### src/rtl/clk_div_bank.sv
// Bank of CH programmable clock/tick dividers with shadowed, boundary-aligned
// divisor/high-time updates and a common phase-alignment sync.
module clk_div_bank #(
    parameter int          CH       = 4,
    parameter int          W        = 32,
    parameter int unsigned DEF_DIV  = 50000000,
    parameter int unsigned DEF_HIGH = 25000000
) (
    input  logic          clk,
    input  logic          reset,
    input  logic [CH-1:0] en,
    input  logic          sync,
    input  logic          cfg_we,
    input  logic [3:0]    cfg_ch,
    input  logic [W-1:0]  cfg_div,
    input  logic [W-1:0]  cfg_high,
    output logic [CH-1:0] clk_out,
    output logic [CH-1:0] tick,
    output logic [CH-1:0] upd_pending
);

    logic [W-1:0]  cnt_q     [CH];
    logic [W-1:0]  div_q     [CH];
    logic [W-1:0]  high_q    [CH];
    logic [W-1:0]  sh_div_q  [CH];
    logic [W-1:0]  sh_high_q [CH];
    logic [CH-1:0] pend_q;
    logic [CH-1:0] run_q;
    logic [CH-1:0] clk_q;
    logic [CH-1:0] tick_q;

    logic [W-1:0]  cnt_d     [CH];
    logic [W-1:0]  div_d     [CH];
    logic [W-1:0]  high_d    [CH];
    logic [CH-1:0] wr_sel;
    logic [CH-1:0] wrap;
    logic [CH-1:0] xfer;
    logic [CH-1:0] clk_d;
    logic [CH-1:0] tick_d;

    function automatic logic [W-1:0] clamp_div(input logic [W-1:0] d);
        return (d < W'(2)) ? W'(2) : d;
    endfunction

    always_comb begin
        wr_sel = '0;
        wrap   = '0;
        xfer   = '0;
        clk_d  = '0;
        tick_d = '0;
        for (int unsigned i = 0; i < CH; i++) begin
            // Index match against i only, so cfg_ch >= CH selects nothing.
            wr_sel[i] = cfg_we && (32'(cfg_ch) == i);
            wrap[i]   = run_q[i] && en[i] && (cnt_q[i] == div_q[i] - W'(1));
            // A write in the boundary cycle wins: the transfer is deferred.
            xfer[i]   = pend_q[i] && !wr_sel[i] && (wrap[i] || !en[i] || sync);
            div_d[i]  = xfer[i] ? clamp_div(sh_div_q[i]) : div_q[i];
            high_d[i] = xfer[i] ? sh_high_q[i] : high_q[i];
            // First enabled cycle (run_q low) restarts the period at zero.
            if (!en[i] || sync || !run_q[i] || wrap[i])
                cnt_d[i] = '0;
            else
                cnt_d[i] = cnt_q[i] + W'(1);
            clk_d[i]  = en[i] && (cnt_d[i] < high_d[i]);
            tick_d[i] = en[i] && (cnt_d[i] == div_d[i] - W'(1));
        end
    end

    always_ff @(posedge clk or posedge reset) begin
        if (reset) begin
            for (int unsigned i = 0; i < CH; i++) begin
                cnt_q[i]     <= '0;
                div_q[i]     <= W'(DEF_DIV);
                high_q[i]    <= W'(DEF_HIGH);
                sh_div_q[i]  <= W'(DEF_DIV);
                sh_high_q[i] <= W'(DEF_HIGH);
            end
            pend_q <= '0;
            run_q  <= '0;
            clk_q  <= '0;
            tick_q <= '0;
        end else begin
            for (int unsigned i = 0; i < CH; i++) begin
                cnt_q[i]  <= cnt_d[i];
                div_q[i]  <= div_d[i];
                high_q[i] <= high_d[i];
                if (wr_sel[i]) begin
                    sh_div_q[i]  <= cfg_div;
                    sh_high_q[i] <= cfg_high;
                    pend_q[i]    <= 1'b1;
                end else if (xfer[i]) begin
                    pend_q[i] <= 1'b0;
                end
            end
            run_q  <= en;
            clk_q  <= clk_d;
            tick_q <= tick_d;
        end
    end

    assign clk_out     = clk_q;
    assign tick        = tick_q;
    assign upd_pending = pend_q;

endmodule

### config.mk
export PLATFORM = sky130hd
export DESIGN_NAME = clk_div_bank
export DESIGN_NICKNAME = d
export VERILOG_FILES = /design/src/rtl/clk_div_bank.sv
export SDC_FILE = /design/constraint.sdc
export NUM_CORES = 2
export LEC_CHECK = 0
export CORE_MARGIN = 3
export CORE_UTILIZATION = 55
export DETAILED_ROUTE_END_ITERATION = 10
export PLACE_DENSITY_LB_ADDON = 0.3
export SKIP_LAST_GASP = 1
export SLEW_MARGIN = 5
export SYNTH_ARGS = -nofsm -noshare
export SYNTH_HDL_FRONTEND = slang
export SYNTH_SLANG_ARGS = --single-unit
### constraint.sdc
create_clock -name clk -period 31.4 [get_ports clk]
set_clock_uncertainty 0.2 [all_clocks]
set_input_delay 6.28 -clock clk [delete_from_list [all_inputs] [get_ports clk]]
set_output_delay 6.28 -clock clk [all_outputs]
set_load 0.05 [all_outputs]
==> results summary <==
Counting tap cells, the placed design contains a total of 4821 instances. The HPWL reported at the end of detailed placement came out at 90300 um. The die is 275 um tall. On the critical path the largest part of the delay comes from simple AND/OR/NAND/NOR gates. The mapped cell area came out at 39800 sq um. The netlist uses 102 different library cells.

The commonest cells after synthesis are 464 x sky130_fd_sc_hd__dfrtp_1, 312 x sky130_fd_sc_hd__mux2_2, 280 x sky130_fd_sc_hd__nor2_1, 242 x sky130_fd_sc_hd__xnor2_1, 236 x sky130_fd_sc_hd__nand2_1. The number of remaining DRC errors came out at 0. Compared with the post-synthesis result, the final layout area differs by 10.9%. Setup repair after global routing left no endpoint under its margin. The run finished with clean final reports. The static leakage is 20.2 nW.

Internal power comes to 0.00206 W. The total count of hold-check failures in the final report is 0. The total setup buffers inserted after CTS is 0. The global placement routability congestion is 0.998. STA classifies the critical path startpoint as an input pin.

The share of final-layout standard cells stronger than drive strength 1 came out at 18.2%. The setup slack of the worst register-to-register path is 23.75 ns. The largest individual stage delay along the critical path comes from the cell sky130_fd_sc_hd__or4b_2. The placed instances occupy a cell area of 41500 sq um.

The post-synth net total came out at 4127. Sequential cells account for 39.7% of the total power. The critical path class is input pin to flip-flop. For the worst setup path, the data arrival time is 12.36 ns.

The most numerous cell in the Yosys netlist is sky130_fd_sc_hd__dfrtp_1. The number of rows created at floorplan is 97. In this run the worst hold path is classified as flip-flop to flip-flop. The first detailed-routing pass ran for 6 iterations. The clock power share came out at 28.5%.

The starting DRC count in detailed routing is 3607. The fraction of registers with async set/reset came out at 100%. The post-synthesis sequential element count is 656.

The part of the cycle the worst path needs is 38.4%. For this configuration, the core starts out at a cell density of 56.1%. The post-route cell area is 44100 sq um. The largest fanout of any net on the critical path came out at 20. For this run, the top clock speed supported by timing is 83.0 MHz. The capturing element type of the critical path is a flip-flop.

The H-tree was split into 3 levels. The number of vias after detailed routing is 31400. TritonCTS built the clock tree. The number of clock buffers inserted by TritonCTS came out at 70.

The worst-case clock buffer depth is 3. The synthesized design contains 0 enable-type register cells. Summed over all layers, the routed wires come to 125000 um. The number of top-level design ports is 88.

The total buffers and inverters traversed by the critical path came out at 1. The number of warnings issued by yosys came out at 0. Global routing consumed, over all layers together, 32.9% of the routing resources.

In this design, the critical path's most frequently occurring cell is sky130_fd_sc_hd__nand4_1. The main flop type after synthesis is sky130_fd_sc_hd__dfrtp_1. Dividing the detail-routed wire length by the instance count gives 25.2 um. The finished layout holds 4965 standard cells, fillers aside. The quantity of gates resized following cts came out at 0. The slew at the pin closest to its max-slew limit is 1.20 ns.

For this run, the slowest stage of the critical path takes 0.74 ns. The aggregate global routing overflow came out at 0. Each instance of the synthesized netlist takes up on average 10.2 sq um. The switching power summed over all nets is 0.00115 W. The overall die area is 75600 sq um. Of the total power, the share spent switching nets is 35.7%. The number of sinks handled by clock tree synthesis came out at 656.

By area the synthesized netlist is led by sky130_fd_sc_hd__dfrtp_1 29%, sky130_fd_sc_hd__dfstp_2 13%, sky130_fd_sc_hd__mux2_2 8.8%, sky130_fd_sc_hd__xnor2_1 5.3%, sky130_fd_sc_hd__mux2i_1 5.0%. In this run, the combinational gates consume 31.8% of the power. The net count of the finished layout came out at 4165. Sequential cells were found to cover 41.9% of the synthesized design area. After clock tree synthesis, the flow added hold-fix buffers numbering 0. The detail route stage leaves a number of antenna-violating nets equal to 0. Entering global routing, the biggest net connects 171 pins. The core region is 70900 sq um. The sum of negative setup slack is 0 ns. The minimum period implied by the final worst setup slack came out at 12.04 ns. The share of Yosys cell area claimed by the top area cell type is 29.2%. The final-report max-slew violation count is 0. Across the run, the number of max-cap violations was 0. The worst relative slew slack came out at 18.7%. Of all cell types, the one taking the most synthesized area is sky130_fd_sc_hd__dfrtp_1. The count of endpoints failing setup in the final report is 0. The worst ir drop on vdd is 0.0000581 V. The via count of the first global-routing pass is 29900. The signal on the critical path passes through clkdlybuf4s50_1 -> nand4_1 -> a211o_1 -> or4b_1 -> nor4_1 -> nand4_1 -> o21a_1 -> nor2_4 -> nor2_1 -> a21oi_1 -> ha_1 -> nor2b_1 -> nand4_1 -> or4b_2 -> nor2_1 -> o21ai_0 -> a2bb2oi_1 -> xnor3_1 -> nand2_1 -> a2111oi_0 -> nand4_1 -> a2111oi_2. The mean number of vias per cell came out at 6.32. The die boundary width is 275 um. The clock transition at the registers of the reported paths is 0.07 ns. The number of instances in the synthesized netlist is 3915. The data required time at the worst endpoint is 31.71 ns.

The port buffer count is 87. The tree is rooted in a sky130_fd_sc_hd__clkbuf_16. The first global-routing pass estimated 188000 um of wire. The clock reaches the later pin of the worst-skew pair after 0.63 ns. The power density over cell area is 72.7 nW/um^2. The number of antenna violations at the first check in global routing was 26.
-- per-layer routing --
layer	part of all wire, %	GRT usage, %	up-vias
met1	42	46.5	15500
li1	-	-	14100
met4	4.5	13.9	6
met5	0.028	0	-
met3	9.9	6.63	247
met2	44	49.5	1476
-- final cells by class --
type	instances	area, sq um
fillers	5835	26800
multi-input cells	2873	21700
flip-flops and latches	656	16700
clock buffers	96	2050
repair buffers	126	1180
well taps	940	1180
inverters	226	856
clock inverters	34	489
diodes	14	35.0
-- flip-flops by register name, summed over array words and instances, names as in the netlist --
signal,flops
div_q,128
cnt_q,128
clk_out,4
run_q,4
high_q,128
sh_high_q,128
sh_div_q,128
upd_pending,4
tick,4
-- power groups by stage --
stage	Clock, W	Combinational (W)	Sequential, W
3_3_place_gp	0	0.000981	0.00127
4_1_cts	0.000928	0.00100	0.00127
2_1_floorplan	0	0.000770	0.00118
3_5_place_dp	0	0.000994	0.00128
5_1_grt	0.000964	0.00111	0.00130
6_report	0.000914	0.00102	0.00127
-- cells in the final DEF (no fill, tap or decap), types with 20 or more instances in the layout --
cell type,Yosys,routed
sky130_fd_sc_hd__dfrtp_1,464,464
sky130_fd_sc_hd__mux2_2,312,312
sky130_fd_sc_hd__nor2_1,280,277
sky130_fd_sc_hd__xnor2_1,242,242
sky130_fd_sc_hd__nand2_1,236,233
sky130_fd_sc_hd__inv_1,226,225
sky130_fd_sc_hd__mux2i_1,198,198
sky130_fd_sc_hd__dfstp_2,192,192
sky130_fd_sc_hd__xor2_1,177,177
sky130_fd_sc_hd__ha_1,136,136
sky130_fd_sc_hd__nand3_1,123,122
sky130_fd_sc_hd__a21oi_1,104,104
sky130_fd_sc_hd__o21ai_0,100,100
sky130_fd_sc_hd__nor3_1,100,99
sky130_fd_sc_hd__nor4_1,92,92
sky130_fd_sc_hd__nand4_1,89,89
sky130_fd_sc_hd__clkdlybuf4s50_1,0,87
sky130_fd_sc_hd__clkbuf_16,0,74
sky130_fd_sc_hd__and3_1,58,58
sky130_fd_sc_hd__or3_1,52,52
sky130_fd_sc_hd__nor2b_1,50,50
sky130_fd_sc_hd__or4_1,41,41
sky130_fd_sc_hd__buf_4,4,38
sky130_fd_sc_hd__nand2b_1,34,34
sky130_fd_sc_hd__a21o_1,33,33
sky130_fd_sc_hd__and4_1,26,26
sky130_fd_sc_hd__a31oi_1,26,26
sky130_fd_sc_hd__o211ai_1,20,20
-- tightest hold or removal path, delay by kind of cell, from the launching register on --
kind | cells | cell delay, ns
simple gates | 2 | 0.12
flops | 1 | 0.33
-- cells by family (layout without fill, tap and decap cells) --
kind of cell / count (synthesis) / count (layout) / synth area share (%)
XOR/XNOR: 439 / 439 / 10.4
buffers and inverters: 386 / 482 / 3.83
other: 0 / 14 / 0
flip-flops: 656 / 656 / 41.9
multiplexers: 514 / 514 / 14.0
AND/OR/NAND/NOR: 1317 / 1317 / 17.8
AO/OA/AOI/OAI: 466 / 466 / 7.84
adder cells (fa/ha/maj): 137 / 137 / 4.30
-- through the flow --
stage | utilization (%) | hold WS [ns] | worst slack, ns | total power, W
floorplan | - | 0.233 | 6.86 | 0.00195
global placement | 58.6 | 0.253 | 19.04 | 0.00225
detailed placement | 58.6 | 0.258 | 18.82 | 0.00227
CTS | 62.2 | 0.280 | 19.47 | 0.00320
global route | 62.2 | 0.305 | 19.00 | 0.00337
finish | 62.2 | 0.279 | 19.36 | 0.00321
-- worst paths after layout --
kind                       cells after the start           end  startpoint
max in group asynchronous                      4  sh_div_q[82]       reset
setup / recovery                              22       tick[3]       en[3]
hold / removal                                 2    high_q[32]  high_q[32]
setup reg to reg                              22       tick[3]    div_q[5]
min in group asynchronous                      2     cnt_q[52]       reset
hold reg to reg                                2    high_q[32]  high_q[32]
No activity file was read; power rests on OpenSTA's default activity.
